$ cat src/rtl/tft_pkg.sv
// tft_pkg: shared FSM encoding, DC flag values and default timing for the TFT SPI path.
package tft_pkg;
    typedef enum logic [1:0] {ST_IDLE, ST_SETUP, ST_SHIFT, ST_HOLD} tft_state_e;
    localparam logic DC_CMD  = 1'b0;
    localparam logic DC_DATA = 1'b1;
    localparam int DEF_CLK_DIV        = 2;
    localparam int DEF_CS_IDLE_CYCLES = 16;
    function automatic int cnt_width(input int max_val);
        return (max_val < 1) ? 1 : $clog2(max_val + 1);
    endfunction
endpackage

$ cat src/rtl/tft_spi_clkgen.sv
// tft_spi_clkgen: one-cycle phase tick every CLK_DIV enabled cycles; held cleared while disabled.
module tft_spi_clkgen
    import tft_pkg::*;
#(
    parameter int CLK_DIV = DEF_CLK_DIV
) (
    input  logic clk,
    input  logic rst,
    input  logic i_en,
    output logic o_tick
);
    localparam int W = cnt_width(CLK_DIV);
    localparam logic [W-1:0] LAST = W'(CLK_DIV - 1);
    logic [W-1:0] r_cnt;
    assign o_tick = i_en && (r_cnt == LAST);
    always_ff @(posedge clk) begin
        if (rst || !i_en || o_tick) r_cnt <= '0;
        else r_cnt <= r_cnt + 1'b1;
    end
endmodule

$ cat src/rtl/tft_spi_tx.sv
// tft_spi_tx: byte-wide SPI mode-0 master for the TFT panel; keeps CS low across
// back-to-back bytes and releases it after CS_IDLE_CYCLES of inactivity.
module tft_spi_tx
    import tft_pkg::*;
#(
    parameter int CLK_DIV        = DEF_CLK_DIV,
    parameter int CS_IDLE_CYCLES = DEF_CS_IDLE_CYCLES
) (
    input  logic       clk,
    input  logic       rst,
    input  logic       tft_transmit,
    input  logic [7:0] tft_data,
    input  logic       tft_dc,
    output logic       tft_busy,
    output logic       spi_sck,
    output logic       spi_mosi,
    output logic       spi_cs_n,
    output logic       spi_dc,
    output logic       done
);
    localparam int IW = cnt_width(CS_IDLE_CYCLES);
    localparam logic [IW-1:0] IDLE_LAST = IW'(CS_IDLE_CYCLES - 1);

    tft_state_e r_state, w_state;
    logic [6:0] r_sreg, w_sreg;
    logic [2:0] r_bit, w_bit;
    logic [IW-1:0] r_idle, w_idle;
    logic r_sck, r_mosi, r_cs_n, r_dc, r_busy, r_done;
    logic w_sck, w_mosi, w_cs_n, w_dc, w_busy, w_done;
    logic w_accept, w_tick, w_clk_en;

    assign w_clk_en = (r_state == ST_SETUP) || (r_state == ST_SHIFT);
    assign w_accept = tft_transmit && ((r_state == ST_IDLE) || (r_state == ST_HOLD));

    tft_spi_clkgen #(.CLK_DIV(CLK_DIV)) u_clkgen (
        .clk   (clk),
        .rst   (rst),
        .i_en  (w_clk_en),
        .o_tick(w_tick)
    );

    always_ff @(posedge clk) begin
        if (rst) begin
            r_state <= ST_IDLE;
            r_sreg  <= '0;
            r_bit   <= '0;
            r_idle  <= '0;
            r_sck   <= 1'b0;
            r_mosi  <= 1'b0;
            r_cs_n  <= 1'b1;
            r_dc    <= DC_CMD;
            r_busy  <= 1'b0;
            r_done  <= 1'b0;
        end else begin
            r_state <= w_state;
            r_sreg  <= w_sreg;
            r_bit   <= w_bit;
            r_idle  <= w_idle;
            r_sck   <= w_sck;
            r_mosi  <= w_mosi;
            r_cs_n  <= w_cs_n;
            r_dc    <= w_dc;
            r_busy  <= w_busy;
            r_done  <= w_done;
        end
    end

    always_comb begin
        w_state = r_state;
        w_sreg  = r_sreg;
        w_bit   = r_bit;
        w_idle  = r_idle;
        w_sck   = r_sck;
        w_mosi  = r_mosi;
        w_cs_n  = r_cs_n;
        w_dc    = r_dc;
        w_busy  = r_busy;
        w_done  = 1'b0;
        if (w_accept) begin
            // bit 7 goes straight to MOSI, so only the remaining 7 bits are stored
            w_sreg  = tft_data[6:0];
            w_mosi  = tft_data[7];
            w_dc    = tft_dc;
            w_busy  = 1'b1;
            w_cs_n  = 1'b0;
            w_bit   = '0;
            w_idle  = '0;
            w_state = (r_state == ST_IDLE) ? ST_SETUP : ST_SHIFT;
        end else begin
            case (r_state)
                ST_SETUP: w_state = w_tick ? ST_SHIFT : ST_SETUP;
                ST_SHIFT: begin
                    if (w_tick) begin
                        w_sck = !r_sck;
                        if (r_sck) begin
                            w_sreg = {r_sreg[5:0], 1'b0};
                            w_mosi = r_sreg[6];
                            w_bit  = r_bit + 3'd1;
                            if (r_bit == 3'd7) begin
                                w_busy  = 1'b0;
                                w_done  = 1'b1;
                                w_cs_n  = (CS_IDLE_CYCLES == 0);
                                w_state = (CS_IDLE_CYCLES == 0) ? ST_IDLE : ST_HOLD;
                            end
                        end
                    end
                end
                ST_HOLD: begin
                    if (r_idle == IDLE_LAST) begin
                        w_state = ST_IDLE;
                        w_cs_n  = 1'b1;
                        w_idle  = '0;
                    end else begin
                        w_idle = r_idle + 1'b1;
                    end
                end
                default: ;
            endcase
        end
    end

    assign tft_busy = r_busy;
    assign spi_sck  = r_sck;
    assign spi_mosi = r_mosi;
    assign spi_cs_n = r_cs_n;
    assign spi_dc   = r_dc;
    assign done     = r_done;
endmodule

$ cat config.mk
export PLATFORM = sky130hd
export DESIGN_NAME = tft_spi_tx
export DESIGN_NICKNAME = d
export VERILOG_FILES = /design/src/rtl/tft_pkg.sv /design/src/rtl/tft_spi_clkgen.sv /design/src/rtl/tft_spi_tx.sv
export SDC_FILE = /design/constraint.sdc
export NUM_CORES = 1
export LEC_CHECK = 0
export ABC_CLOCK_PERIOD_IN_PS = 2200
export CAP_MARGIN = 20
export CORE_UTILIZATION = 45
export DETAILED_ROUTE_END_ITERATION = 8
export PLACE_DENSITY = 0.68
export SKIP_LAST_GASP = 1
export SLEW_MARGIN = 15
export SYNTH_ARGS = -nofsm -noshare
export SYNTH_HDL_FRONTEND = slang
export SYNTH_SLANG_ARGS = --single-unit
$ cat constraint.sdc
create_clock -name clk -period 2.2 [get_ports clk]
set_input_delay 0.33 -clock clk [delete_from_list [all_inputs] [get_ports clk]]
set_output_delay 0.33 -clock clk [all_outputs]
set_load 0.005 [all_outputs]
## Yosys cells after proc, flatten, opt, wreduce, memory -nomap -nowiden

Index checks and enable logic that the tools add are counted.
Widths: inputs -> output; s select.

| operators by class | value |
|---|---|
| bitwise operators | 4 |
| reduce and logical (&&, ||, !) cells | 23 |
| add/sub/neg operators | 3 |
| eq/ne operators | 10 |
| mux-type cells | 26 |

Operators with widths:

| operator | count |
|---|---|
| $mux 7 | 4 |
| $mux 2 | 7 |
| $mux 1 | 12 |
| $reduce_and 5->1 | 2 |
| $ne 3x2->1 const B | 3 |
| $reduce_and 3->1 | 3 |
| $reduce_bool 2->1 | 4 |
| $pmux 2 s3 | 1 |
| $add 5x1->5 const B | 1 |
| $eq 5x4->1 const B | 1 |
| $mux 5 | 1 |
| $reduce_or 5->1 | 1 |
| $eq 2x1->1 const B | 2 |
| $eq 2x2->1 const B | 2 |
| $logic_or 1x1->1 | 4 |
| $not 1->1 | 4 |
| $reduce_and 4->1 | 1 |
| $reduce_bool 4->1 | 1 |
| $add 3x1->3 const B | 1 |
| $eq 3x3->1 const B | 1 |
| $ne 3x3->1 const B | 1 |
| $reduce_bool 3->1 | 1 |
| $add 2x1->2 const B | 1 |
| $logic_and 1x1->1 | 2 |
| other kinds (4) | 5 |

| storage, ports and cells | value |
|---|---|
| register bits after elaboration | 25 |
| output and inout bits | 6 |

## Longest topological paths before layout

| depth | value |
|---|---|
| depth in word-level cells | 6 |
| gate-level depth with buffers | 8 |
| mapped depth without buffers | 6 |

## By module

From an unflattened synthesis, not the netlist that was laid out.

| unflattened totals | value |
|---|---|
| cells, all modules | 130 |
| area, all modules | 1,202.4 µm² |

By module, submodules not included:

| module | area each (µm²) | times used | cells an instance |
|---|---|---|---|
| tft_spi_tx | 1,121.1 | 1 | 123 |
| tft_spi_clkgen | 81.3 | 1 | 7 |

## Least setup slack after synthesis

No wires, ideal clock.

| timing | value |
|---|---|
| path type | register -> register |
| start point | reg r_state[0] |
| end point | reg r_state[0] |
| buffers on the path | 2 |
| period minus slack after synthesis | 1.673 ns |
| cell stages (with the launch flop) | 8 |
| path slack | 0.527 ns |
| required time | 2.128 ns |
| arrival time | 1.602 ns |
| cells stage by stage | dfxtp_1 > inv_1 > ha_1 > buf_6 > nand2b_4 > buf_6 > a311o_1 > mux2i_1 |

| between the ends | value |
|---|---|
| cells in the longest elaborated chain, start to end | 6 |
| elaborated cells between the ends (all ways) | 18 |
| those cells by class | eq/ne: 7; mux: 4; reduce/logical: 7 |

RTL lines:

| what | line | text |
|---|---|---|
| start, declared | tft_spi_tx.sv:24 | `tft_state_e r_state, w_state;` |
| start signal, assigned | tft_spi_tx.sv:55 | `r_state <= w_state;` |
| $eq 2x1->1 / $eq 2x2->1 (equally long branches) | tft_spi_tx.sv:32, tft_spi_tx.sv:90 |  |
| $logic_or 1x1->1 | tft_spi_tx.sv:32 | `assign w_clk_en = (r_state == ST_SETUP) \|\| (r_state == ST_SHIFT);` |
| $logic_and 1x1->1 | tft_spi_clkgen.sv:15 | `assign o_tick = i_en && (r_cnt == LAST);` |
| $mux 2 | tft_spi_tx.sv:91 | `ST_SETUP: w_state = w_tick ? ST_SHIFT : ST_SETUP;` |
| $pmux 2 s3 | tft_spi_tx.sv:90 | `case (r_state)` |
| $mux 2 | tft_spi_tx.sv:79 | `if (w_accept) begin` |

Parallel ways exist; a longest one is shown, timed or not.
A chain may end at the register's enable or synchronous reset.

## Worst setup path in the final report

| timing | value |
|---|---|
| start point | reg r_state[0] |
| end point | reg r_state[1] |

The elaborated chain is that of the path after synthesis.

==> reports/qor.csv <==
metric,value,unit
status,finished clean,
slew_headroom,0.712,
grt_pass1_wl,3600,um
cts_tree,done,
cts_sinks,25,
arrival,2.23,ns
antenna_cells,0,
worstSetupPathType,register to register,
netlist_instances,130,
yosysUniqueCellTypes,30,
power_switching,0.477,mW
core,2520,sq um
crit_path_end_kind,register,
dr.pass1.iters,4,
crit_slowest_cell,dfxtp_1,
gp_congestion,0.755,
grt-ovfl-total,0,
final_nets,167,
synth.cell_area,1210,sq um
switching_share,0.360,
regArea,500,sq um
wl_per_cell,13.2,um
p_comb_frac,0.394,
path_clk_slew,0.13,ns
ys_ff_latch,25,
multi_input_area,654,sq um
ctsLongestPathBuffers,2,
drive_gt1_frac,0.0552,
die-height,53.9,um
p_leak,0.595,nW
placed_cell_area,1390,sq um
crit_fanout,22,
critPathMaxStageDelay,0.45,ns
worst_slack,0.215,ns
hold_class,register to register,
area_delta_synth_final,16.4,%
vias,940,
dp_hpwl,1700,um
portBuffers,17,
cts-root-buf,clkbuf_4,
start_kind,register,
pwr-share-clk,0.153,
dieArea,2910,sq um
cts_buffers,3,
first_iter_violations,9,
maxClockFrequency,504,MHz
rows,18,
yosysSeqAreaShare,0.412,
post_cts_buffers,0,
design_area,1410,sq um
finalSetupViolCount,0,
worstSkewPairLatency,0.32,ns
pin_count,18,
internal-power,0.849,mW
wl,2310,um
rsz0062_at_grt,false,
initial_core_util,0.481,
nFillCells,227,
cts-htree-levels,1,
ctsHoldBuffers,0,
yosys_warnings,0,
min_period_over_period,0.902,
hold_viol,0,
power,1.33,mW
netlist.area_leader.share,0.412,
synth.area.top_cells,"dfxtp_1 41%, ha_1 9.3%, mux2i_1 9.1%",
grt_use_total,0.174,
crit_chain,"inv_1, ha_1, nand2b_4, o21ai_0, or2b_1, o2bb2ai_1",
die_x,53.9,um
syn_nets,151,
viasPerCell,5.37,
ir_drop,0.538,mV
grt_pass1_vias,852,
antenna_found_initial,0,
pre_cts_ws,0.264,ns
cts_resized,0,
p_seq_frac,0.454,
antenna_left,0,
drv_cap,0,
syn_avg_cell_area,9.34,sq um
worstMarginPinSlew,0.431,ns
grt_max_degree,23,
yosys.area.top_type,dfxtp_1,
p_per_area,939,nW/um^2
worstPathRequired,2.45,ns
finalCriticalPeriod,1.98,ns
drcViolationCount,0,
drv_slew,0,
clock_skew,0.00764,ns
tns,0,ns
-- metal layers --
metal	wire length [um]	GRT usage
met1	1150	0.216
met2	1060	0.292
met3	73	0.0254
met4	31	0.0789
met5	0	0
-- path summary, 6_finish.rpt --
path | startpoint | cells past startpoint | slack (ns) | endpoint
max | r_state[0]$_SDFFE_PP0P_ | 6 | 0.22 | r_state[1]$_SDFFE_PP0P_
min | u_clkgen.r_cnt[0]$_SDFF_PP0_ | 1 | 0.44 | u_clkgen.r_cnt[0]$_SDFF_PP0_
max reg2reg | r_state[0]$_SDFFE_PP0P_ | 6 | 0.22 | r_state[1]$_SDFFE_PP0P_
min reg2reg | u_clkgen.r_cnt[0]$_SDFF_PP0_ | 1 | 0.44 | u_clkgen.r_cnt[0]$_SDFF_PP0_
-- cells in the mapped netlist --
master	number
a21o_1	2
mux2i_1	11
nor2_1	18
dfxtp_1	25
o211ai_1	1
buf_6	2
nand2b_1	4
xor2_1	3
or2b_1	1
nand4b_1	1
nand4_2	1
nand2_1	8
a41oi_1	1
nor3_1	3
ha_1	9
clkbuf_1	3
o21ai_0	4
nand2b_4	1
a311o_1	1
a211oi_1	7
nor2b_1	1
inv_1	4
o2bb2ai_1	1
a21oi_1	6
a32oi_1	1
nand4_1	3
nand3b_1	2
a31o_2	1
buf_2	2
nand3_1	3
-- through the flow --
step,std cells,hold WS (ns),utilization
2_1_floorplan,130,0.397,-
3_3_place_gp,171,0.407,0.549
3_5_place_dp,171,0.424,0.549
4_1_cts,175,0.443,0.560
5_1_grt,175,0.457,0.560
6_report,175,0.435,0.560
-- cell families after synthesis --
group                    Yosys count  synth area share
XOR/XNOR                           3            0.0217
AO/OA/AOI/OAI                     25             0.140
buffers and inverters             11            0.0484
flip-flops                        25             0.412
AND/OR/NAND/NOR                   46             0.194
adder cells (fa/ha/maj)            9            0.0928
multiplexers                      11            0.0907
-- cell usage in the layout, fill, tap and decap left out, drive strengths merged, types with 2 or more instances in the layout --
master	count
inv	4
nand3b	2
xor2	3
nand4	4
clkbuf	3
ha	9
nand2	8
clkdlybuf4s50	17
mux2i	11
nor2	18
nand2b	5
dfxtp	25
nor3	3
a211oi	7
nand3	3
a21o	2
a21oi	6
o21ai	4
-- area by class of cell --
cell class,instances,area share
sequential,25,0.354
clock buffer,3,0.0159
clock inverter,1,0.00354
inverter,4,0.0106
tap,30,0.0266
timing repair buffer,18,0.126
multi-input combinational,94,0.463
-- power by group through the flow --
stage	clock network (mW)	registers [mW]	logic, mW
2_1_floorplan	0	0.603	0.423
3_3_place_gp	0	0.608	0.502
3_5_place_dp	0	0.613	0.516
4_1_cts	0.218	0.602	0.523
5_1_grt	0.231	0.615	0.584
6_report	0.202	0.602	0.522
-- worst max-delay path, delay by kind of cell, from the launching register on --
kind                     cells  cell delay [ns]
AND/OR/NAND/NOR              2             0.55
buffers and inverters        1             0.11
adder cells (fa/ha/maj)      1             0.41
AO/OA/AOI/OAI                2             0.41
flip-flops                   1             0.45
-- state kept, by name (all words and copies together) (netlist names), 2 cells and up --
register / cells
r_sreg: 7
r_idle: 5
r_bit: 3
r_state: 2
u_clkgen.r_cnt: 2
(Power assumes the default switching activity.)
